$ cat config.mk
export PLATFORM = sky130hd
export DESIGN_NAME = pipe_ctrl
export DESIGN_NICKNAME = d
export VERILOG_FILES = /design/src/rtl/pipe_ctrl_pkg.sv /design/src/rtl/pipe_ctrl_hazard_detect.sv /design/src/rtl/pipe_ctrl.sv
export SDC_FILE = /design/constraint.sdc
export NUM_CORES = 1
export LEC_CHECK = 0
export BUFFER_PORTS_ARGS = -buffer_cell sky130_fd_sc_hd__buf_2
export CAP_MARGIN = 5
export CORE_MARGIN = 5
export CORE_UTILIZATION = 43
export CTS_CLUSTER_SIZE = 12
export DETAILED_ROUTE_END_ITERATION = 6
export PLACE_DENSITY = 0.84
export REMOVE_ABC_BUFFERS = 1
export SYNTH_ARGS = -nofsm -noshare
export SYNTH_HDL_FRONTEND = slang
export SYNTH_SLANG_ARGS = --single-unit
$ cat constraint.sdc
create_clock -name clk -period 2.6 [get_ports clk]
set_input_delay 0 -clock clk [delete_from_list [all_inputs] [get_ports clk]]
set_output_delay 0 -clock clk [all_outputs]
set_load 0.02 [all_outputs]
$ cat src/rtl/pipe_ctrl_pkg.sv
// Shared encodings for the pipeline controller: forwarding selects, FSM states, stage indices.
package pipe_ctrl_pkg;

  localparam logic [1:0] FWD_RF  = 2'b00;
  localparam logic [1:0] FWD_EXE = 2'b01;
  localparam logic [1:0] FWD_MEM = 2'b10;
  localparam logic [1:0] FWD_WB  = 2'b11;

  typedef enum logic [1:0] {
    ST_RUN      = 2'b00,
    ST_MEM_WAIT = 2'b01,
    ST_HALT     = 2'b10,
    ST_ERR      = 2'b11
  } state_e;

  localparam int unsigned NUM_STG = 5;
  localparam int unsigned STG_IF  = 0;
  localparam int unsigned STG_ID  = 1;
  localparam int unsigned STG_EXE = 2;
  localparam int unsigned STG_MEM = 3;
  localparam int unsigned STG_WB  = 4;

  localparam logic [NUM_STG-1:0] ALL_STG = NUM_STG'((1 << STG_IF) | (1 << STG_ID) |
                                                    (1 << STG_EXE) | (1 << STG_MEM) |
                                                    (1 << STG_WB));

endpackage

$ cat src/rtl/pipe_ctrl_hazard_detect.sv
// RAW match detection, forwarding select (EXE > MEM > WB) and load-use stall request.
module hazard_detect
  import pipe_ctrl_pkg::*;
#(
  parameter int unsigned ADDR_W = 5,
  parameter bit          FWD_EN = 1'b1
) (
  input  logic              rs_used,
  input  logic              rt_used,
  input  logic [ADDR_W-1:0] addr_rs,
  input  logic [ADDR_W-1:0] addr_rt,
  input  logic [ADDR_W-1:0] regw_addr_exe,
  input  logic [ADDR_W-1:0] regw_addr_mem,
  input  logic [ADDR_W-1:0] regw_addr_wb,
  input  logic              wb_wen_exe,
  input  logic              wb_wen_mem,
  input  logic              wb_wen_wb,
  input  logic              mem_ren_exe,
  output logic [1:0]        fwd_a,
  output logic [1:0]        fwd_b,
  output logic              load_use_c
);

  logic [2:0] hit_rs;
  logic [2:0] hit_rt;

  // Bit 0 = EXE, bit 1 = MEM, bit 2 = WB; register 0 never matches.
  function automatic logic [2:0] stage_hits(input logic used, input logic [ADDR_W-1:0] addr);
    logic live;
    live = used && (addr != '0);
    return {live && wb_wen_wb  && (addr == regw_addr_wb),
            live && wb_wen_mem && (addr == regw_addr_mem),
            live && wb_wen_exe && (addr == regw_addr_exe)};
  endfunction

  function automatic logic [1:0] pick(input logic [2:0] hits);
    if (hits[0])      return FWD_EXE;
    else if (hits[1]) return FWD_MEM;
    else if (hits[2]) return FWD_WB;
    else              return FWD_RF;
  endfunction

  always_comb begin
    hit_rs     = stage_hits(rs_used, addr_rs);
    hit_rt     = stage_hits(rt_used, addr_rt);
    fwd_a      = FWD_RF;
    fwd_b      = FWD_RF;
    load_use_c = 1'b0;
    if (FWD_EN) begin
      fwd_a      = pick(hit_rs);
      fwd_b      = pick(hit_rt);
      load_use_c = mem_ren_exe && (hit_rs[0] || hit_rt[0]);
    end else begin
      load_use_c = hit_rs[0] || hit_rt[0] || hit_rs[1] || hit_rt[1];
    end
  end

endmodule

$ cat src/rtl/pipe_ctrl.sv
// 5-stage pipeline controller: hazards/forwarding, dmem wait with timeout, debug halt/step.
// Optional perf counters built when PIPE_CTRL_PERF_CNT_EN is defined.
module pipe_ctrl
  import pipe_ctrl_pkg::*;
#(
  parameter int unsigned ADDR_W      = 5,
  parameter bit          FWD_EN      = 1'b1,
  parameter int unsigned TIMEOUT_W   = 8,
  parameter int unsigned MEM_TIMEOUT = 200,
  parameter int unsigned CNT_W       = 32
) (
  input  logic                clk,
  input  logic                rst,
  input  logic                rs_used,
  input  logic                rt_used,
  input  logic [ADDR_W-1:0]   addr_rs,
  input  logic [ADDR_W-1:0]   addr_rt,
  input  logic [ADDR_W-1:0]   regw_addr_exe,
  input  logic [ADDR_W-1:0]   regw_addr_mem,
  input  logic [ADDR_W-1:0]   regw_addr_wb,
  input  logic                wb_wen_exe,
  input  logic                wb_wen_mem,
  input  logic                wb_wen_wb,
  input  logic                mem_ren_exe,
  input  logic                branch_taken_exe,
  input  logic                dmem_req,
  input  logic                dmem_ack,
  input  logic                debug_en,
  input  logic                debug_step,
  output logic [1:0]          fwd_a,
  output logic [1:0]          fwd_b,
  output logic [NUM_STG-1:0]  stage_rst,
  output logic [NUM_STG-1:0]  stage_en,
  output logic [1:0]          state,
  output logic                timeout_err,
  output logic [CNT_W-1:0]    perf_stall_cnt,
  output logic [CNT_W-1:0]    perf_flush_cnt,
  output logic [CNT_W-1:0]    perf_wait_cnt
);

  localparam logic [TIMEOUT_W-1:0] WAIT_LAST = TIMEOUT_W'(MEM_TIMEOUT - 1);

  state_e               state_q, state_d;
  logic [TIMEOUT_W-1:0] wait_cnt_q, wait_cnt_d;
  logic                 step_prev_q, step_prev_d;
  logic                 timeout_err_q, timeout_err_d;
  logic                 load_use_c;
  logic                 step_edge;
  logic                 dmem_miss;
  logic                 advance;

  hazard_detect #(
    .ADDR_W (ADDR_W),
    .FWD_EN (FWD_EN)
  ) u_hazard (
    .rs_used       (rs_used),
    .rt_used       (rt_used),
    .addr_rs       (addr_rs),
    .addr_rt       (addr_rt),
    .regw_addr_exe (regw_addr_exe),
    .regw_addr_mem (regw_addr_mem),
    .regw_addr_wb  (regw_addr_wb),
    .wb_wen_exe    (wb_wen_exe),
    .wb_wen_mem    (wb_wen_mem),
    .wb_wen_wb     (wb_wen_wb),
    .mem_ren_exe   (mem_ren_exe),
    .fwd_a         (fwd_a),
    .fwd_b         (fwd_b),
    .load_use_c    (load_use_c)
  );

  assign step_edge = debug_step && !step_prev_q;
  assign dmem_miss = dmem_req && !dmem_ack;

  // Next state; 'advance' is low on every frozen cycle.
  always_comb begin
    state_d       = state_q;
    wait_cnt_d    = wait_cnt_q;
    advance       = 1'b0;
    step_prev_d   = debug_step;
    unique case (state_q)
      ST_RUN: begin
        advance = !dmem_miss;
        if (dmem_miss)     state_d = ST_MEM_WAIT;
        else if (debug_en) state_d = ST_HALT;
      end
      ST_MEM_WAIT: begin
        if (dmem_ack) begin
          advance    = 1'b1;
          wait_cnt_d = '0;
          state_d    = debug_en ? ST_HALT : ST_RUN;
        end else if (wait_cnt_q == WAIT_LAST) begin
          state_d = ST_ERR;
        end else begin
          wait_cnt_d = wait_cnt_q + TIMEOUT_W'(1);
        end
      end
      ST_HALT: begin
        if (step_edge && dmem_miss) begin
          state_d = ST_MEM_WAIT;
        end else begin
          advance = step_edge;
          if (!debug_en) state_d = ST_RUN;
        end
      end
      ST_ERR: begin
        state_d = ST_ERR;
      end
    endcase
    timeout_err_d = timeout_err_q || (state_d == ST_ERR);
  end

  // Freeze holds everything so a pending flush is replayed once the pipe moves again.
  always_comb begin
    stage_en  = ALL_STG;
    stage_rst = '0;
    if (rst) begin
      stage_rst = ALL_STG;
    end else if (!advance) begin
      stage_en = '0;
    end else if (branch_taken_exe) begin
      stage_rst[STG_ID]  = 1'b1;
      stage_rst[STG_EXE] = 1'b1;
    end else if (load_use_c) begin
      stage_en[STG_IF]   = 1'b0;
      stage_en[STG_ID]   = 1'b0;
      stage_rst[STG_EXE] = 1'b1;
    end
  end

  always_ff @(posedge clk) begin
    if (rst) begin
      state_q       <= ST_RUN;
      wait_cnt_q    <= '0;
      step_prev_q   <= 1'b0;
      timeout_err_q <= 1'b0;
    end else begin
      state_q       <= state_d;
      wait_cnt_q    <= wait_cnt_d;
      step_prev_q   <= step_prev_d;
      timeout_err_q <= timeout_err_d;
    end
  end

  assign state       = state_q;
  assign timeout_err = timeout_err_q;

`ifdef PIPE_CTRL_PERF_CNT_EN
  logic [CNT_W-1:0] stall_cnt_q, stall_cnt_d;
  logic [CNT_W-1:0] flush_cnt_q, flush_cnt_d;
  logic [CNT_W-1:0] wcyc_cnt_q, wcyc_cnt_d;

  // Saturating event counters; frozen cycles never count as stall or flush.
  always_comb begin
    stall_cnt_d = stall_cnt_q;
    flush_cnt_d = flush_cnt_q;
    wcyc_cnt_d  = wcyc_cnt_q;
    if (advance && !branch_taken_exe && load_use_c && (stall_cnt_q != '1))
      stall_cnt_d = stall_cnt_q + CNT_W'(1);
    if (advance && branch_taken_exe && (flush_cnt_q != '1))
      flush_cnt_d = flush_cnt_q + CNT_W'(1);
    if ((state_q == ST_MEM_WAIT) && (wcyc_cnt_q != '1))
      wcyc_cnt_d = wcyc_cnt_q + CNT_W'(1);
  end

  always_ff @(posedge clk) begin
    if (rst) begin
      stall_cnt_q <= '0;
      flush_cnt_q <= '0;
      wcyc_cnt_q  <= '0;
    end else begin
      stall_cnt_q <= stall_cnt_d;
      flush_cnt_q <= flush_cnt_d;
      wcyc_cnt_q  <= wcyc_cnt_d;
    end
  end

  assign perf_stall_cnt = stall_cnt_q;
  assign perf_flush_cnt = flush_cnt_q;
  assign perf_wait_cnt  = wcyc_cnt_q;
`else
  assign perf_stall_cnt = '0;
  assign perf_flush_cnt = '0;
  assign perf_wait_cnt  = '0;
`endif

endmodule

After elaboration in Yosys (flattened, before gate mapping)
Index checks and enable logic that the tools add are counted.

storage, ports and cells
  bits in registers = 12
  bits in latches = 0
  RAM bits = 0
  memory bits (read-only) = 0
  input port bits = 38
  output and inout port bits = 113
  logic and storage cells = 75
  memories = 0

operators by class
  $add $sub $neg = 1
  multipliers = 0
  divide/modulo/power cells = 0
  order comparisons = 0
  equal/unequal tests = 12
  shift operators = 0
  mux-type cells = 31
  bitwise operators = 0
  reductions and logical operators = 27

operators with widths
  cell                                                              count
  2-bit two-way mux                                                 19
  5-bit == test                                                     6
  1-bit logical AND                                                 18
  8-bit two-way mux                                                 2
  5-bit nonzero test                                                2
  8-bit by 1-bit adder with 8-bit output (second input constant)    1
  8-bit == test (second input constant)                             1
  2-bit one-hot mux with 4 select lines                             1
  2-bit == test (second input constant)                             3
  1-bit two-way mux                                                 6
  5-bit two-way mux                                                 1
  1-bit logical NOT                                                 3
  3-bit two-way mux                                                 1
  1-bit one-hot mux with 3 select lines                             1
  2-bit by 1-bit == test with 1-bit output (second input constant)  1
  2-bit logical NOT                                                 1
  1-bit logical OR                                                  2
  2-bit inequality test (second input constant)                     1
  2-bit AND reduction                                               1

Depth between registers and ports, before layout
Gate-level depths: netlist of the first run.

  depth in word-level cells = 10
  gate-level depth with buffers = 6
  mapped depth without buffers = 6

Modules after synthesis
Synthesis of the first run repeated with hierarchy kept, for this count alone.

unflattened totals
  cells, all modules = 232
  area, all modules = 1854.3 sq um

by module, submodules not included
  module         times used  cells each  area each (sq um)  sequential area each (sq um)
  pipe_ctrl      1           179         1416.4             240.2
  hazard_detect  1           53          437.9              0.0

Least setup slack after synthesis of the first run
OpenSTA, ideal clock, no wires.

  path kind = input -> output
  from = input port addr_rs[0]
  to = output port stage_en[1]
  data arrival time = 1.601 ns
  required time = 2.600 ns
  slack = 0.999 ns
  stages on the path = 6
  path buffers = 1
  cells stage by stage = or4_4 > o21ai_4 > nand4b_2 > nand2_2 > a31oi_1 > buf_4

on the way
  word-level cells in the longest chain between the ends = 10
  elaborated cells on any way between the ends = 11
  classes of those cells = eq/ne (1); mux (4); reduce/logical (6)

ends and longest elaborated chain
  what                   line                           text
  start: declaration     pipe_ctrl.sv:16                input logic [ADDR_W-1:0] addr_rs,
  5-bit nonzero test     pipe_ctrl_hazard_detect.sv:30  live = used && (addr != '0);
  1-bit logical AND      pipe_ctrl_hazard_detect.sv:30
  1-bit logical AND      pipe_ctrl_hazard_detect.sv:33  live && wb_wen_exe && (addr == regw_addr_exe)};
  1-bit logical AND (*)  pipe_ctrl_hazard_detect.sv:33
  1-bit logical OR (*)   pipe_ctrl_hazard_detect.sv:52  load_use_c = mem_ren_exe && (hit_rs[0] || hit_rt[0]);
  1-bit logical AND (*)  pipe_ctrl_hazard_detect.sv:52
  2-bit two-way mux (*)  pipe_ctrl.sv:124               end else if (load_use_c) begin
  2-bit two-way mux (*)  pipe_ctrl.sv:121               end else if (branch_taken_exe) begin
  2-bit two-way mux (*)  pipe_ctrl.sv:119               end else if (!advance) begin
  5-bit two-way mux (*)  pipe_ctrl.sv:117               if (rst) begin
  end: declaration       pipe_ctrl.sv:33                output logic [NUM_STG-1:0] stage_en,

Mark *: on every way between the ends. The rest lies on a longest branch, timed or not.

Worst setup path in the final report of the first run
  from = register state_q[0] (netlist: state[0])
  to = output port stage_rst[2]

on the way
  word-level cells in the longest chain between the ends = 4
  elaborated cells on any way between the ends = 6
  classes of those cells = eq/ne (2); mux (3); reduce/logical (1)

ends and longest elaborated chain
  what                                       line              text
  start: declaration                         pipe_ctrl.sv:43   state_e state_q, state_d;
  start signal: assignment                   pipe_ctrl.sv:138  state_q <= state_d;
  2-bit == test (tied with other cells)      pipe_ctrl.sv:81   unique case (state_q)
  1-bit one-hot mux with 3 select lines (*)  pipe_ctrl.sv:81
  2-bit two-way mux (*)                      pipe_ctrl.sv:119
  2-bit two-way mux (*)                      pipe_ctrl.sv:117
  end: declaration                           pipe_ctrl.sv:32   output logic [NUM_STG-1:0] stage_rst,

Marked as above.

==> summary.txt, run 1 <==
path type of the worst min-delay path: primary input to flip-flop
1st-iter DRT viols: 50
Final Hold Viols: 1
failing checks: negative hold slack
vias per cell: 4.076
Reg clk slew, reported paths: 0.05 ns
Post-synth EDFFs: 0
grt total ovfl: 0
max-slew violation count: 0
DR pass1 iterations: 4
Area contributors post-synth: buf_4 41%, dfxtp_1 13%, xnor2_1 8.5%
area grow syn2layout: -3.163%
Pleak: 0.9210 nW
Multi-input gate area: 0.001172 mm²
CTS Sinks: 12
Clock Latency Late Sink: 0.24 ns
cts hold-fix bufs: 0
number of global-route vias before repair: 1227
Final ANT Viol Nets: 0
status: finished with violations
Std-Cell Rows: 24
fin crit share: 0.6197
global-route wire length before repair: 5306 µm
pin count of the biggest net entering global routing: 14
top-count cell post-synth: buf_4
worst hold slack: -0.001671 ns
CTS Root Cell: clkbuf_8
Wirelength per Cell: 11.35 µm
synth warn: 0
post-route minimum period: 1.611 ns
Crit Path Class: flip-flop to output port
die width: 75.76 µm
TritonCTS Buffers: 3
crit end category: output port
DRC Markers: 0
die area: 0.005739 mm²
maximum VDD drop: 0.0001344 V
Peak Freq: 620.7 MHz
GRT Total Usage: 0.1177
met3 usage: 0.02243
M2 GR Usage: 0.2091
initial antenna violation count: 0
endpoints failing setup: 0
top cell type's share of synthesized area: 0.4118
H-tree Lvls: 1
Worst EP arrival: 1.61 ns
# IOs: 151
pwr/cell area: 365.4 mW/mm²
IO Port Bufs: 54
DP HPWL: 3324 µm
RSZ-0062 raised after global routing: false
met1 Usage GRT: 0.1368
post-synth cell types: 42
Worst Path Max Fanout: 10
final WL: 3756 µm
Register Area: 240.2 µm²
CP startpoint kind: flip-flop
CORE AREA: 0.004264 mm²
GP Congestion: 0.8054
Die Height: 75.76 µm
share of cells above drive strength 1: 0.2437
Mapped Cells: 232
Avg Cell Area, Syn: 8.014 µm²
CTS tree: done
post-synth top area cell: buf_4
vias: 1349
async set-reset flop share out of synthesis: 0
Synth Flop Type: dfxtp_1
Synth Cell Area: 0.001859 mm²
Nets: 320
sequential share of the synthesized area: 0.1292
synth cell count leaders: 102 x buf_4, 18 x xnor2_1, 18 x xor2_1
gr busiest metal: met2
post-CTS resize count: 0
Initial Util: 0.4360
Synth Register Bits: 12
diodes inserted: 0
setup TNS: 0 ns
# Post-CTS Setup Buffers: 0
fillcell total: 460
CP required: 2.60 ns
total of max-cap violations: 0
Clock Skews: 0.001563 ns
clock tree buffer depth: 2
-- flip-flops by register name (all words and copies together), names as in the netlist --
register and cells:
state 2, step_prev_q 1, timeout_err 1, wait_cnt_q 8
-- final cells by class --
cell class,instances,area share
clock buffers,3,0.02293
inverters,3,0.006254
multi-input cells,207,0.6511
flip-flops and latches,12,0.1334
well taps,52,0.03614
repair buffers,54,0.1501
-- layout by cell type (no fill, tap or decap), types with 2 or more instances in the layout --
master	n
buf_2	54
nand2_1	8
nor2b_1	2
and2_1	2
nor3_1	3
a31o_1	2
conb_1	96
nor2_1	12
or4_4	2
a21oi_1	4
clkbuf_8	3
nand4_1	6
nand2b_1	5
nor4_1	2
xnor2_1	18
xor2_1	18
dfxtp_1	12
nand3_1	3
o21a_1	2
inv_1	3
a221o_1	2
-- where the power goes --
group          total [W]  leakage [nW]  internal, W  switching, W
combinational   0.000297         0.802    0.0000763      0.000221
clock           0.000167        0.0216     0.000102     0.0000649
sequential      0.000194        0.0975     0.000189    0.00000548
total           0.000658         0.921     0.000367      0.000291
-- metrics by stage --
stage          cells  area, µm²  setup WS (ns)   power, W  utilization
2_1_floorplan    222       1424         0.9664  0.0004073            -
3_3_place_gp     328       1759          1.076  0.0004853       0.4126
3_5_place_dp     328       1759          1.027  0.0004896       0.4126
4_1_cts          331       1800         0.9887  0.0006603       0.4222
5_1_grt          331       1800         0.8694  0.0006949       0.4222
6_report         331       1800         0.9888  0.0006579       0.4222
-- worst paths after layout --
check	startpoint	endpoint	slack, ns	depth (start not counted)
hold / removal	debug_step	step_prev_q	-0.002	2
setup / recovery	state[0]	stage_rst[2]	0.99	5
hold reg to reg	timeout_err	timeout_err	0.44	2
setup reg to reg	wait_cnt_q[0]	wait_cnt_q[7]	1.01	6
-- worst max-delay path: stages, from the launching register on --
cell and delay [ns]:
dfxtp_1 0.51, o21ai_0 0.15, o21a_2 0.16, a21o_2 0.22
a31o_1 0.17, buf_2 0.15
-- logic make-up after synthesis --
family                     Yosys count  synth area share
AOI/OAI and AO/OA                   20           0.08547
xor gates and xnor gates            36            0.1696
adders and majority gates            1          0.006728
buffers and inverters              108            0.4320
DFF                                 12            0.1292
muxes                                1          0.005384
other                                1          0.002017
and+or+nand+nor                     53            0.1696
-- layer usage --
| metal | vias up | wire (µm) |
|---|---|---|
| met1 | 600 | 1295 |
| met3 | 7 | 326 |
| met4 | 0 | 70 |
| met5 | - | 0 |
| li1 | 664 | - |
| met2 | 78 | 2064 |
No activity file was read; power rests on OpenSTA's default activity.
==> run 2: changes to the inputs <==
--- a/config.mk
+++ b/config.mk
@@ -5,13 +5,14 @@
 export SDC_FILE = /design/constraint.sdc
 export NUM_CORES = 1
 export LEC_CHECK = 0
+export ABC_AREA = 1
 export BUFFER_PORTS_ARGS = -buffer_cell sky130_fd_sc_hd__buf_2
 export CAP_MARGIN = 5
 export CORE_MARGIN = 5
-export CORE_UTILIZATION = 43
+export CORE_UTILIZATION = 38
 export CTS_CLUSTER_SIZE = 12
 export DETAILED_ROUTE_END_ITERATION = 6
-export PLACE_DENSITY = 0.84
+export PLACE_DENSITY = 0.76
 export REMOVE_ABC_BUFFERS = 1
 export SYNTH_ARGS = -nofsm -noshare
 export SYNTH_HDL_FRONTEND = slang
==> constraint.sdc (replaced) <==
create_clock -name clk -period 1.3 [get_ports clk]
set_input_delay 0 -clock clk [delete_from_list [all_inputs] [get_ports clk]]
set_output_delay 0 -clock clk [all_outputs]
set_load 0.02 [all_outputs]
==> run 2 against run 1 <==
The run ends with negative setup slack left. Cell count grew 44%. Cell area grew 29%. Critical path depth grew 2. Worst hold slack gained 0.11 ns. Clock-buffer cell count grew 1. Non-clock buffer count grew 13. Power grew 130%.
==> summary.txt, run 2 <==
Post-synth EDFFs: 0
DRC Markers: 0
Final ANT Viol Nets: 0
clock tree buffer depth: 2
CP startpoint kind: flip-flop
worst setup margin: -0.06533 ns
setup TNS: -0.2740 ns
Avg Cell Area, Syn: 6.157 µm²
TritonCTS Buffers: 3
final design utilization: 0.4270
Peak Freq: 732.4 MHz
Crit Path Class: flip-flop to output port
synth warn: 0
H-tree Lvls: 1
Top delay family on crit path: simple AND/OR/NAND/NOR gates
Nets: 443
Clock Latency Late Sink: 0.24 ns
failing checks: negative setup slack
synth cell count leaders: 102 x buf_4, 67 x nand2_1, 42 x nor2_1
worst hold slack: 0.1081 ns
diodes inserted: 0
post-synth top area cell: buf_4
slowest cell on the critical path: dfxtp_4
pin count of the biggest net entering global routing: 12
max reg flops: 8
share of cells above drive strength 1: 0.2506
post-route insts no fill: 475
# IOs: 151
Mapped Cells: 340
max-slew violation count: 0
top cell type's share of synthesized area: 0.3658
Worst Path Max Fanout: 5
CTS Sinks: 12
fillcell total: 571
Wirelength per Cell: 10.02 µm
RSZ-0062 raised after global routing: true
initial antenna violation count: 0
most common cell after layout, fill and taps aside: conb_1
Worst EP arrival: 1.37 ns
status: finished with violations
CTS Root Cell: clkbuf_8
Die Height: 84.22 µm
Std-Cell Rows: 27
endpoints failing setup: 7
WP buf/inv: 1
Place WS: -0.04136 ns
CP required: 1.30 ns
1st-iter DRT viols: 52
number of global-route vias before repair: 1628
most flop-heavy register: wait_cnt_q
IO Port Bufs: 54
top-count cell post-synth: buf_4
async set-reset flop share out of synthesis: 0
post-route minimum period: 1.365 ns
path type of the worst min-delay path: primary input to flip-flop
fin crit share: 1.050
Pleak: 1.380 nW
sequential share of the synthesized area: 0.1148
total of max-cap violations: 0
vias: 1884
worst path cell trace: nor2_2 -> nor2_2 -> nand2_1 -> nand2_2 -> nand3b_1 -> nand2_1 -> buf_6
vias per cell: 3.966
post-synth cell types: 31
DR pass1 iterations: 4
GP Congestion: 0.8592
DP HPWL: 4020 µm
die width: 84.22 µm
Reg clk slew, reported paths: 0.06 ns
CTS tree: done
global-route wire length before repair: 7231 µm
final WL: 4761 µm
die area: 0.007093 mm²
Initial Util: 0.3849
Multi-input gate area: 0.001338 mm²
Final Hold Viols: 0
Synth Flop Type: dfxtp_1
grt total ovfl: 0
Area contributors post-synth: buf_4 37%, nand2_1 12%, dfxtp_1 11%
maximum VDD drop: 0.0004499 V
Synth Cell Area: 0.002093 mm²
Synth Register Bits: 12
crit end category: output port
Cell Count Post-Placement: 464
GRT Total Usage: 0.1190
pwr/cell area: 653.0 mW/mm²
Clock Skews: 0.004210 ns
area grow syn2layout: 10.94%
Register Area: 262.8 µm²
CORE AREA: 0.005439 mm²
Crit path largest cell delay: 0.36 ns
commonest non-fill, non-tap cells in the layout: 96 x conb_1, 64 x nand2_1, 47 x buf_2, 39 x nor2_1, 38 x inv_1
[run 2: cell types whose count changed after synthesis, moves of 4 or more]
cell	before	now
a21oi_1	4	14
inv_1	3	40
nand2_1	8	67
nand3_1	3	9
nor2_1	12	42
o21ai_0	1	7
xnor2_1	18	1
xor2_1	18	14
[run 2: kinds of logic after synthesis]
kind of cell / Yosys count / share of synthesized area
adders and majority gates: 1 / 0.005976
DFF: 12 / 0.1148
and+or+nand+nor: 140 / 0.3001
other: 1 / 0.001791
xor gates and xnor gates: 15 / 0.06276
AOI/OAI and AO/OA: 27 / 0.07233
buffers and inverters: 144 / 0.4423
[run 2: routing by layer]
metal	global-route usage	wire [µm]	vias up	share of wire
met1	0.1491	1836	821	0.39
met5	0	0	-	0
li1	-	-	966	-
met4	0.03070	42	0	0.0088
met3	0.01865	486	5	0.10
met2	0.2109	2395	92	0.50
[run 2: worst min-delay path, delay by kind of cell]
kind,cells,cell delay (ns)
AO/OA/AOI/OAI,1,0.06
AND/OR/NAND/NOR,1,0.04
buffers and inverters,3,0.22
[run 2: final cells by class]
type / instances / area share
flip-flops and latches: 12 / 0.1131
inverters: 41 / 0.06843
repair buffers: 67 / 0.1800
multi-input cells: 279 / 0.5760
clock buffers: 4 / 0.02371
well taps: 72 / 0.03879
[run 2: report_power, final]
part           total [W]  internal, W  switching, W
registers       0.000388     0.000374     0.0000140
logic           0.000715     0.000197      0.000518
clock network   0.000414     0.000268      0.000146
[run 2: per-stage QoR]
stage          total power, W  instance area [µm²]
2_1_floorplan       0.0008532                 1680
3_3_place_gp         0.001035                 2086
3_5_place_dp         0.001042                 2086
4_1_cts              0.001499                 2228
5_1_grt              0.001611                 2322
6_report             0.001516                 2322
[run 2: final timing paths]
path | start | to | slack (ns) | cells past startpoint
max | state[1] | stage_rst[2] | -0.07 | 7
min | debug_en | state[1] | 0.11 | 5
max reg2reg | wait_cnt_q[3] | wait_cnt_q[5] | 0.10 | 6
min reg2reg | timeout_err | timeout_err | 0.46 | 2
[run 2: repair_timing]
| action | 4_1_cts | 5_1_grt |
|---|---|---|
| pin swaps | 6 | 10 |
| buffers inserted | 3 | 3 |
| hold buffers | 1 | 0 |
| endpoints found under the hold margin | 1 | 0 |
| resized for setup | 22 | 23 |
| setup endpoints to repair | 7 | 14 |
